--- src/rtl/superh16_pkg.sv ---
// Shared types for the superh16 branch resolution slice.
// Opcode encodings, redirect FSM states and ROB age helper.
package superh16_pkg;

  localparam int ROB_W = 9;

  typedef enum logic [3:0] {
    OP_BEQ  = 4'd0,
    OP_BNE  = 4'd1,
    OP_BLT  = 4'd2,
    OP_BGE  = 4'd3,
    OP_BLTU = 4'd4,
    OP_BGEU = 4'd5,
    OP_JAL  = 4'd6,
    OP_JALR = 4'd7
  } uop_opcode_t;

  typedef enum logic [1:0] {
    ST_IDLE   = 2'd0,
    ST_PEND   = 2'd1,
    ST_SHADOW = 2'd2
  } br_fsm_t;

  // Distance from the ROB head; smaller means older, wrap is implicit.
  function automatic logic [ROB_W-1:0] rob_age(
    input logic [ROB_W-1:0] idx,
    input logic [ROB_W-1:0] head
  );
    return idx - head;
  endfunction

endpackage

--- src/rtl/superh16_branch_alu.sv ---
// Per-port branch evaluation: condition, next PC, link value
// and mispredict flag, purely combinational.
module superh16_branch_alu
  import superh16_pkg::*;
#(
  parameter int XLEN        = 64,
  parameter int VADDR_WIDTH = 64,
  parameter int IMM_W       = 21
) (
  input  uop_opcode_t            opcode,
  input  logic [XLEN-1:0]        src1,
  input  logic [XLEN-1:0]        src2,
  input  logic [VADDR_WIDTH-1:0] pc,
  input  logic [IMM_W-1:0]       imm,
  input  logic                   pred_taken,
  input  logic [VADDR_WIDTH-1:0] pred_target,
  output logic                   taken,
  output logic [VADDR_WIDTH-1:0] next_pc,
  output logic [XLEN-1:0]        link_data,
  output logic                   mispred
);

  logic [VADDR_WIDTH-1:0] imm_sext;
  logic [VADDR_WIDTH-1:0] pc_plus4;
  logic [VADDR_WIDTH-1:0] br_tgt;
  logic [VADDR_WIDTH-1:0] jalr_tgt;
  logic                   is_link;
  logic                   is_jalr;

  assign imm_sext = {{(VADDR_WIDTH-IMM_W){imm[IMM_W-1]}}, imm};
  assign pc_plus4 = pc + VADDR_WIDTH'(4);
  assign br_tgt   = pc + imm_sext;
  assign jalr_tgt = (src1[VADDR_WIDTH-1:0] + imm_sext)
                  & ~VADDR_WIDTH'(1);

  always_comb begin
    taken   = 1'b0;
    is_link = 1'b0;
    is_jalr = 1'b0;
    case (opcode)
      OP_BEQ:  taken = (src1 == src2);
      OP_BNE:  taken = (src1 != src2);
      OP_BLT:  taken = ($signed(src1) < $signed(src2));
      OP_BGE:  taken = ($signed(src1) >= $signed(src2));
      OP_BLTU: taken = (src1 < src2);
      OP_BGEU: taken = (src1 >= src2);
      OP_JAL: begin
        taken   = 1'b1;
        is_link = 1'b1;
      end
      OP_JALR: begin
        taken   = 1'b1;
        is_link = 1'b1;
        is_jalr = 1'b1;
      end
      default: taken = 1'b0;
    endcase
  end

  always_comb begin
    next_pc = pc_plus4;
    if (taken) next_pc = is_jalr ? jalr_tgt : br_tgt;
    link_data = is_link ? XLEN'(pc_plus4) : '0;
    mispred = (taken != pred_taken)
            || (taken && (next_pc != pred_target));
  end

endmodule

--- src/rtl/superh16_branch_unit_mp.sv ---
// Multi-port branch resolution: oldest-mispredict select, squash
// of younger work and a single held frontend redirect.
module superh16_branch_unit_mp
  import superh16_pkg::*;
#(
  parameter int NUM_PORTS     = 2,
  parameter int XLEN          = 64,
  parameter int VADDR_WIDTH   = 64,
  parameter int IMM_W         = 21,
  parameter int ROB_IDX_BITS  = 9,
  parameter int PHYS_REG_BITS = 9
) (
  input  logic                                       clk,
  input  logic                                       rst_n,
  input  logic [NUM_PORTS-1:0]                       in_valid,
  input  uop_opcode_t [NUM_PORTS-1:0]                in_opcode,
  input  logic [NUM_PORTS-1:0][XLEN-1:0]             in_src1,
  input  logic [NUM_PORTS-1:0][XLEN-1:0]             in_src2,
  input  logic [NUM_PORTS-1:0][VADDR_WIDTH-1:0]      in_pc,
  input  logic [NUM_PORTS-1:0][IMM_W-1:0]            in_imm,
  input  logic [NUM_PORTS-1:0]                       in_pred_taken,
  input  logic [NUM_PORTS-1:0][VADDR_WIDTH-1:0]      in_pred_target,
  input  logic [NUM_PORTS-1:0][PHYS_REG_BITS-1:0]    in_dst_tag,
  input  logic [NUM_PORTS-1:0][ROB_IDX_BITS-1:0]     in_rob_idx,
  input  logic [ROB_IDX_BITS-1:0]                    rob_head,
  input  logic                                       flush_i,
  output logic [NUM_PORTS-1:0]                       res_valid,
  output logic [NUM_PORTS-1:0][XLEN-1:0]             res_data,
  output logic [NUM_PORTS-1:0][PHYS_REG_BITS-1:0]    res_dst_tag,
  output logic [NUM_PORTS-1:0][ROB_IDX_BITS-1:0]     res_rob_idx,
  output logic [NUM_PORTS-1:0]                       res_taken,
  output logic [NUM_PORTS-1:0]                       res_mispred,
  output logic [NUM_PORTS-1:0][VADDR_WIDTH-1:0]      res_target,
  output logic                                       redir_valid,
  input  logic                                       redir_ready,
  output logic [VADDR_WIDTH-1:0]                     redir_pc,
  output logic [ROB_IDX_BITS-1:0]                    redir_rob_idx
);

  logic [NUM_PORTS-1:0]                    alu_taken;
  logic [NUM_PORTS-1:0]                    alu_mis;
  logic [NUM_PORTS-1:0][VADDR_WIDTH-1:0]   alu_tgt;
  logic [NUM_PORTS-1:0][XLEN-1:0]          alu_link;

  for (genvar p = 0; p < NUM_PORTS; p++) begin : g_alu
    superh16_branch_alu #(
      .XLEN        (XLEN),
      .VADDR_WIDTH (VADDR_WIDTH),
      .IMM_W       (IMM_W)
    ) u_alu (
      .opcode      (in_opcode[p]),
      .src1        (in_src1[p]),
      .src2        (in_src2[p]),
      .pc          (in_pc[p]),
      .imm         (in_imm[p]),
      .pred_taken  (in_pred_taken[p]),
      .pred_target (in_pred_target[p]),
      .taken       (alu_taken[p]),
      .next_pc     (alu_tgt[p]),
      .link_data   (alu_link[p]),
      .mispred     (alu_mis[p])
    );
  end

  br_fsm_t                  state_q, state_d;
  logic [ROB_IDX_BITS-1:0]  bnd_q, bnd_d;
  logic [VADDR_WIDTH-1:0]   redir_pc_q, redir_pc_d;
  logic                     redir_valid_q, redir_valid_d;

  logic [NUM_PORTS-1:0]                    res_valid_q, res_valid_d;
  logic [NUM_PORTS-1:0]                    res_taken_q, res_taken_d;
  logic [NUM_PORTS-1:0]                    res_mis_q, res_mis_d;
  logic [NUM_PORTS-1:0][XLEN-1:0]          res_data_q, res_data_d;
  logic [NUM_PORTS-1:0][PHYS_REG_BITS-1:0] res_tag_q, res_tag_d;
  logic [NUM_PORTS-1:0][ROB_IDX_BITS-1:0]  res_rob_q, res_rob_d;
  logic [NUM_PORTS-1:0][VADDR_WIDTH-1:0]   res_tgt_q, res_tgt_d;

  logic [ROB_IDX_BITS-1:0]                 bnd_age;
  logic [NUM_PORTS-1:0][ROB_IDX_BITS-1:0]  age;
  logic [NUM_PORTS-1:0]                    alive;
  logic [NUM_PORTS-1:0]                    keep;
  logic                                    win_found;
  logic [ROB_IDX_BITS-1:0]                 win_age;
  logic [ROB_IDX_BITS-1:0]                 win_rob;
  logic [VADDR_WIDTH-1:0]                  win_pc;
  logic                                    accept;

  // Boundary squash first, then oldest surviving mispredict wins.
  always_comb begin
    bnd_age   = rob_age(bnd_q, rob_head);
    age       = '0;
    alive     = '0;
    keep      = '0;
    win_found = 1'b0;
    win_age   = '0;
    win_rob   = '0;
    win_pc    = '0;
    for (int p = 0; p < NUM_PORTS; p++) begin
      age[p]   = rob_age(in_rob_idx[p], rob_head);
      alive[p] = in_valid[p] && !flush_i
              && ((state_q == ST_IDLE) || !(age[p] > bnd_age));
    end
    for (int p = 0; p < NUM_PORTS; p++) begin
      if (alive[p] && alu_mis[p]
          && (!win_found || (age[p] < win_age))) begin
        win_found = 1'b1;
        win_age   = age[p];
        win_rob   = in_rob_idx[p];
        win_pc    = alu_tgt[p];
      end
    end
    for (int p = 0; p < NUM_PORTS; p++) begin
      keep[p] = alive[p] && (!win_found || !(age[p] > win_age));
    end
  end

  always_comb begin
    for (int p = 0; p < NUM_PORTS; p++) begin
      res_valid_d[p] = keep[p];
      res_taken_d[p] = keep[p] & alu_taken[p];
      res_mis_d[p]   = keep[p] & alu_mis[p];
      res_data_d[p]  = keep[p] ? alu_link[p] : '0;
      res_tag_d[p]   = keep[p] ? in_dst_tag[p] : '0;
      res_rob_d[p]   = keep[p] ? in_rob_idx[p] : '0;
      res_tgt_d[p]   = keep[p] ? alu_tgt[p] : '0;
    end
  end

  assign accept = redir_valid_q && redir_ready;

  always_comb begin
    state_d       = state_q;
    bnd_d         = bnd_q;
    redir_pc_d    = redir_pc_q;
    redir_valid_d = redir_valid_q;
    if (flush_i) begin
      state_d       = ST_IDLE;
      redir_valid_d = 1'b0;
    end else begin
      case (state_q)
        ST_IDLE, ST_SHADOW: begin
          if (win_found) begin
            state_d       = ST_PEND;
            bnd_d         = win_rob;
            redir_pc_d    = win_pc;
            redir_valid_d = 1'b1;
          end
        end
        ST_PEND: begin
          // A newer-older mispredict survives an accept in the same cycle.
          if (win_found) begin
            bnd_d         = win_rob;
            redir_pc_d    = win_pc;
            redir_valid_d = 1'b1;
          end else if (accept) begin
            state_d       = ST_SHADOW;
            redir_valid_d = 1'b0;
          end
        end
        default: begin
          state_d       = ST_IDLE;
          redir_valid_d = 1'b0;
        end
      endcase
    end
  end

  always_ff @(posedge clk) begin
    if (!rst_n) begin
      state_q       <= ST_IDLE;
      bnd_q         <= '0;
      redir_pc_q    <= '0;
      redir_valid_q <= 1'b0;
      res_valid_q   <= '0;
      res_taken_q   <= '0;
      res_mis_q     <= '0;
      res_data_q    <= '0;
      res_tag_q     <= '0;
      res_rob_q     <= '0;
      res_tgt_q     <= '0;
    end else begin
      state_q       <= state_d;
      bnd_q         <= bnd_d;
      redir_pc_q    <= redir_pc_d;
      redir_valid_q <= redir_valid_d;
      res_valid_q   <= res_valid_d;
      res_taken_q   <= res_taken_d;
      res_mis_q     <= res_mis_d;
      res_data_q    <= res_data_d;
      res_tag_q     <= res_tag_d;
      res_rob_q     <= res_rob_d;
      res_tgt_q     <= res_tgt_d;
    end
  end

  assign res_valid     = res_valid_q;
  assign res_taken     = res_taken_q;
  assign res_mispred   = res_mis_q;
  assign res_data      = res_data_q;
  assign res_dst_tag   = res_tag_q;
  assign res_rob_idx   = res_rob_q;
  assign res_target    = res_tgt_q;
  assign redir_valid   = redir_valid_q;
  assign redir_pc      = redir_pc_q;
  assign redir_rob_idx = bnd_q;

endmodule

--- config.mk ---
export PLATFORM = sky130hd
export DESIGN_NAME = superh16_branch_unit_mp
export DESIGN_NICKNAME = d
export VERILOG_FILES = /design/src/rtl/superh16_pkg.sv /design/src/rtl/superh16_branch_alu.sv /design/src/rtl/superh16_branch_unit_mp.sv
export SDC_FILE = /design/constraint.sdc
export NUM_CORES = 2
export LEC_CHECK = 0
export CAP_MARGIN = 15
export CORE_AREA = 2 2 381 383
export DETAILED_ROUTE_END_ITERATION = 8
export DIE_AREA = 0 0 383 385
export PLACE_DENSITY = 0.5
export SETUP_SLACK_MARGIN = 0.3
export SLEW_MARGIN = 25
export SYNTH_ARGS = -nofsm -noshare
export SYNTH_HDL_FRONTEND = slang
export SYNTH_SLANG_ARGS = --single-unit
--- constraint.sdc ---
create_clock -name clk -period 14.8 [get_ports clk]
set_input_delay 2.22 -clock clk [delete_from_list [all_inputs] [get_ports clk]]
set_output_delay 2.22 -clock clk [all_outputs]
set_load 0.02 [all_outputs]
# After elaboration in Yosys (flattened, before gate mapping)

Cells that the tools add are included.

Bitwise gates (word level): 6
Reductions and logical operators: 41
Equal/unequal tests: 28
Add/sub/neg operators: 9
Mux-type cells: 26
Order comparisons: 13

Operators with widths:

| operator                | number |
|---|---|
| $mux W64                | 6 |
| $add A64 B64 Y64        | 4 |
| $ge A64 B64 Y1          | 4 |
| $lt A64 B64 Y1          | 4 |
| $ne A64 B64 Y1          | 4 |
| $add A64 B3 Y64 const B | 2 |
| $eq A64 B64 Y1          | 2 |
| $gt A9 B9 Y1            | 4 |
| $mux W9                 | 4 |
| $eq A4 B3 Y1 const B    | 8 |
| $sub A9 B9 Y9           | 3 |
| $eq A4 B2 Y1 const B    | 4 |
| $pmux W1 S7             | 2 |
| $logic_and A1 B1 Y1     | 12 |
| $reduce_and A3 Y1       | 4 |
| $lt A9 B9 Y1            | 1 |
| $mux W1                 | 9 |
| $eq A4 B1 Y1 const B    | 2 |
| $logic_not A4 Y1        | 2 |
| $reduce_or A2 Y1        | 4 |
| $logic_not A1 Y1        | 7 |
| $logic_or A1 B1 Y1      | 7 |
| $mux W2                 | 3 |
| $ne A2 B2 Y1 const B    | 3 |
| other kinds (11)        | 18 |

Word-level logic and storage cells: 138
Register bits after elaboration: 374
Output and inout bits: 372
Input bits: 615

# Logic depth before layout (Yosys ltp)

Depth in word-level cells: 18
Mapped depth: 56
Mapped depth without buffers: 50

# By module

Synthesis repeated with hierarchy kept, for this count alone.

Cell total of the unflattened synthesis: 6075
Area, all modules: 44465.1 um2

By module, submodules not included:

| module                                | area each (um2) | cells an instance | sequential area each (um2) | times used |
|---|---|---|---|---|
| superh16_branch_unit_mp               | 15329.7         | 1553              | 7487.2                     | 1 |
| superh16_branch_alu at g_alu[0].u_alu | 14741.6         | 2267              | 0.0                        | 1 |
| superh16_branch_alu at g_alu[1].u_alu | 14393.8         | 2255              | 0.0                        | 1 |

# Worst setup path after synthesis

OpenSTA, ideal clock, no wires.

Path type: in2reg
Start point: in in_src2[63] in the netlist's numbering
End point: reg res_data_q, in the netlist res_data[14]
Setup time: 66 ps
Setup slack: 4050 ps
Data required time: 14734 ps
Arrival time: 10683 ps
Stages on the path: 49
Cells stage by stage: inv_1 ha_1 nand4_1 or2_1 a21oi_1 or4_1 a21oi_1 mux2_1 and4_4 mux2_4 a221oi_2 nand3_1 or4_1 or4_1 or4_1 o211a_1 buf_6 buf_2 (+13 left out) clkbuf_1 a21oi_1 ha_1 nor2b_1 o21a_1 o21a_1 o21ai_0 nand2b_1 a21oi_1 nor2b_1 o21ai_0 nand2b_1 a21oi_1 a41oi_1 o21ai_1 nand3_1 clkbuf_1 nor2b_1

Longest elaborated chain between the ends: 17
Elaborated cells on any way between the ends: 27

RTL lines:

| what                                             | RTL line                       | text |
|---|---|---|
| from (decl)                                      | superh16_branch_unit_mp.sv:18  | `input logic [NUM_PORTS-1:0][XLEN-1:0] in_src2,` |
| $ge A64 B64 Y1, or another cell as far along     | superh16_branch_alu.sv:46      | `OP_BGEU: taken = (src1 >= src2);` |
| $pmux W1 S7 (*)                                  | superh16_branch_alu.sv:40      | `case (opcode)` |
| $mux W64                                         | superh16_branch_alu.sv:62      | `if (taken) next_pc = is_jalr ? jalr_tgt : br_tgt;` |
| $ne A64 B64 Y1                                   | superh16_branch_alu.sv:65      | `\|\| (taken && (next_pc != pred_target));` |
| $logic_and A1 B1 Y1                              | superh16_branch_alu.sv:65      |  |
| $logic_or A1 B1 Y1 (*)                           | superh16_branch_alu.sv:65      |  |
| $logic_and A1 B1 Y1 (*)                          | superh16_branch_unit_mp.sv:104 | `if (alive[p] && alu_mis[p]` |
| $mux W9 or $mux W1 (tied branches)               | superh16_branch_unit_mp.sv:104 |  |
| $lt A9 B9 Y1 or $logic_not A1 Y1 (tied branches) | superh16_branch_unit_mp.sv:105 | `&& (!win_found \|\| (age[p] < win_age))) begin` |
| $logic_or A1 B1 Y1                               | superh16_branch_unit_mp.sv:105 |  |
| $logic_and A1 B1 Y1                              | superh16_branch_unit_mp.sv:105 |  |
| $mux W9                                          | superh16_branch_unit_mp.sv:104 |  |
| $gt A9 B9 Y1                                     | superh16_branch_unit_mp.sv:113 | `keep[p] = alive[p] && (!win_found \|\| !(age[p] > win_age));` |
| $logic_not A1 Y1                                 | superh16_branch_unit_mp.sv:113 |  |
| $logic_or A1 B1 Y1 (*)                           | superh16_branch_unit_mp.sv:113 |  |
| $logic_and A1 B1 Y1 (*)                          | superh16_branch_unit_mp.sv:113 |  |
| $reduce_and A3 Y1 (no line) (*)                  | n/a                            |  |
| to (signal assigned)                             | superh16_branch_unit_mp.sv:189 | `res_data_q <= res_data_d;` |
| to (decl)                                        | superh16_branch_unit_mp.sv:73  | `logic [NUM_PORTS-1:0][XLEN-1:0] res_data_q, res_data_d;` |

Mark *: on every way between the ends. The rest lies on a longest branch, timed or not.
A chain may end at the register's enable or synchronous reset.

# Worst setup path in the final report

Start point: in in_src2[63] in the netlist's numbering
End point: reg res_data_q, in the netlist res_data[32]

Same word-level chain as after synthesis.

==> results.rst <==
.. list-table::
   :header-rows: 1

   * - Metric
     - Value
   * - Outcome
     - finished, final reports clean
   * - Final period utilization
     - 0.950
   * - Buffering stage count on the worst path with inverters included
     - 7
   * - Largest net degree at the start of global routing
     - 78
   * - Worst R2R Setup Slack
     - approximately 5.6 ns
   * - Post-synth ARST share
     - 0
   * - Kind of path behind the tightest hold check
     - flop to flop
   * - Largest vdd supply drop
     - 84.5 uV
   * - Count of nets left with antenna violations after detail routing
     - 0
   * - Number of levels in the clock H-tree
     - 2
   * - Yosys warning count
     - 0
   * - Clock Sinks
     - 374
   * - Number of I/O port buffers
     - 986
   * - Cell with the largest stage delay on the worst path
     - nor4_2
   * - Smallest hold slack
     - 0.491 ns
   * - Area of the core
     - between 100,000 and 150,000 um^2
   * - Post-DP Area
     - 52,200 um^2
   * - DRC errors left
     - 0
   * - Fin worst setup slack
     - around 0.74 ns
   * - Setup repair after global routing missed its margin
     - no
   * - Leakage power total
     - 21.7 nW
   * - Number of slew-limit violations in the final report
     - 0
   * - Fraction of the yosys area taken by sequential cells
     - 0.186
   * - Routed via count divided by cell count
     - ~5.7
   * - Root Driver
     - clkbuf_16
   * - Drt initial violations
     - 4,745
   * - HPWL reported at the end of detailed placement
     - 213,000 um
   * - Flip-flop cell with the highest count after synthesis
     - dfxtp_1
   * - Hold path startpoint
     - redir_valid
   * - Layout overhead on the synthesized area
     - 34.3%
   * - Placement-stage worst setup slack
     - 0.472 ns
   * - Final Critical Period
     - ~14 ns
   * - Critical path class
     - primary input to flop
   * - Post-synthesis instance total
     - about 5,500
   * - Worst R2R Start
     - redir_rob_idx[0]
   * - All-Layer GR Usage
     - 0.321
   * - Overall die width
     - ~380 um
   * - Share of layout cells above drive strength 1
     - 0.0510
   * - Critical path capture point type
     - flop
   * - Final weighted congestion of routability-driven global placement
     - 1.02
   * - Worst setup skew after layout
     - 0.0430 ns
   * - Critical Path AT
     - 14.63 ns
   * - Die ar.
     - 147,000 um^2
   * - Antenna violations before repair
     - 21
   * - Mean instance size in the synthesized netlist
     - 7.28 um^2
   * - Number of buffers added for setup after CTS
     - 0
   * - I/O pins
     - between 900 and 1,000
   * - Die boundary height
     - between 300 and 400 um
   * - Post-Syn Area
     - 40,200 um^2
   * - Net total in the final layout
     - 7,468
   * - Maximum operating frequency
     - 71.1 MHz
   * - Data required time at the worst endpoint
     - 15.37 ns
   * - Total negative slack for setup checks
     - 0 ns
   * - Final hold violation count
     - 0
   * - Tightest Pin Transition
     - roughly 1.1 ns
   * - Worst Setup Start Kind
     - primary input
   * - Clock buffers created by TritonCTS
     - 50
   * - Flip-flop and latch count after synthesis
     - 374
   * - Final wirelength
     - around 250,000 um
   * - TritonCTS clock tree
     - done
   * - CP max FO
     - 62
   * - Clock Pin Slew Worst Setup and Hold Paths
     - 0.06 ns
   * - Placement row count
     - roughly 140
   * - Residual overflow from global routing
     - 0
   * - Unique masters post-synth
     - 102
   * - Number of cell instances on the worst register-to-register path
     - 50
   * - Peak per-stage delay on the critical path
     - around 0.76 ns
   * - Number of synthesized flops with an enable pin
     - 0
   * - Iteration count of the initial detailed-routing pass
     - 8
   * - Routed wire per std cell
     - 29.8 um
   * - Final Cell Area
     - 54,000 um^2
   * - Number of instances on the worst hold path
     - 2
   * - Hold path endpoint
     - redir_valid
   * - Detailed-route via count
     - roughly 48,000
   * - Global-route wire length before repair
     - 342,000 um
   * - Dominant cell type by count on the critical path
     - a21oi_1
   * - Clock Path Buffers
     - 3
   * - Cell family with most CP delay
     - simple AND/OR/NAND/NOR gates
   * - Number of global-route vias before repair
     - 45,263
   * - Maximum capacitance violations
     - 0
   * - Worst-case headroom to the max-slew limit
     - 0.241
   * - Pwr dens
     - between 80 and 90 nW/um^2
   * - Endpoint of the worst-slack reg-to-reg timing path
     - res_data[32]
   * - Number of nets in the synthesized netlist
     - 6,594
   * - Clock latency on the worst-skew pair
     - 0.65 ns
   * - Endpoints failing setup
     - 0
   * - Initial Util
     - 0.281
-- cell type report --
| type | count | area (um^2) |
|---|---|---|
| diodes | 13 | 32.5 |
| clock buffers | 59 | 1360 |
| fillers | 15111 | 89200 |
| inverters | 227 | 852 |
| clock inverters | 31 | 397 |
| well taps | 1903 | 2380 |
| repair buffers | 1072 | 10500 |
| flip-flops and latches | 374 | 7490 |
| multi-input cells | 4673 | 30900 |
-- logic make-up after synthesis --
kind of cell | count (synthesis) | share of synthesized area
simple gates | 2083 | 0.246
compound gates | 1619 | 0.262
buf+inv | 477 | 0.0470
fa+ha+maj | 455 | 0.143
xor+xnor | 404 | 0.0880
flops | 374 | 0.186
mux | 112 | 0.0287
-- where the power goes --
group	switching, mW	internal (mW)	total, mW
sequential	0.0331	1.06	1.09
combinational	1.49	0.833	2.32
clock	0.547	0.782	1.33
total	2.07	2.67	4.74
-- cells in the final DEF (no fill, tap or decap), types with 24 or more instances in the layout --
cell and instances:
o31ai_1 32, nor4_1 41, a21o_1 105, nor2b_1 36, dfxtp_1 374, inv_1 226, ha_1 448, clkdlybuf4s50_1 983
clkbuf_16 50, a21boi_0 24, o221a_2 57, nand3_1 152, a211oi_1 53, xor2_1 183, o21a_1 66, xnor2_1 221
and4_1 27, or3_1 28, nor2_1 599, mux2i_1 87, nand2b_1 35, buf_4 82, o21ai_0 358, o21bai_1 47
and3_1 72, a221oi_1 28, nand4_1 171, o211ai_1 48, nand2_1 599, a21oi_1 504, and2_1 58, nor3_1 153
a31oi_1 35
-- layer usage --
metal	part of all wire	routed length [um]	global-route usage	up-vias
li1	-	-	-	22058
met1	0.45	111000	0.438	23037
met2	0.43	108000	0.499	2105
met3	0.087	21700	0.0746	309
met4	0.031	7650	0.0898	14
met5	0.0016	390	0.0146	-
-- synthesized netlist by cell type, types with 22 or more instances --
master    count  area, um^2
o21a_1       67         503
nor2_1      599        2250
a31oi_1      35         219
nand3_1     154         771
and3_1       73         457
nand2_1     602        2260
clkbuf_1    182         683
nor3_1      153         766
o21bai_1     47         353
o221a_2      57         642
and2_1       58         363
a21oi_1     504        2520
nand2b_1     35         219
xnor2_1     221        1940
buf_2        37         185
mux2i_1      89         891
dfxtp_1     374        7490
nor4_1       44         275
or3_1        28         175
o211ai_1     48         360
nand4_1     171        1070
buf_1        22        82.6
inv_1       226         848
a21o_1      105         788
nor2b_1      36         225
a21boi_0     24         180
ha_1        448        5610
o21ai_0     365        1830
a211oi_1     53         398
a221oi_1     28         245
xor2_1      183        1600
and4_1       27         236
o31ai_1      32         240
-- how the worst max path moves through the flow --
stage,cells after the start,end,from
after global placement,48,res_target[25],in_src2[63]
final,50,res_data[32],in_src2[63]
after detailed placement,49,res_data[21],in_src2[63]
after CTS,49,res_data[21],in_src2[63]
after global routing,50,res_data[21],in_src2[63]
after floorplan,49,res_data[14],in_src2[63]
-- metrics by stage --
stage	std cells	power, mW	utilization
after detailed placement	8249	3.37	0.365
after floorplan	5524	2.33	-
after global routing	8349	4.95	0.377
final	8352	4.74	0.377
after CTS	8339	4.72	0.377
after global placement	8248	3.38	0.365
-- worst min-delay path: stages (launching register included) --
cell and delay, ns:
dfxtp_1 0.33, nand2_1 0.06, a21oi_1 0.05
-- state kept, by name (all words and copies together), names as in the netlist --
signal	flops
res_target	128
res_valid	2
state_q	2
redir_rob_idx	9
res_mispred	2
res_rob_idx	18
res_taken	2
redir_pc	64
res_dst_tag	18
redir_valid	1
res_data	128
-- what timing repair did --
item                       in CTS  in global routing
setup endpoints to repair       0                  2
gates resized for setup         0                  1
hold buffers                    0                  0
(Power assumes the default switching activity.)
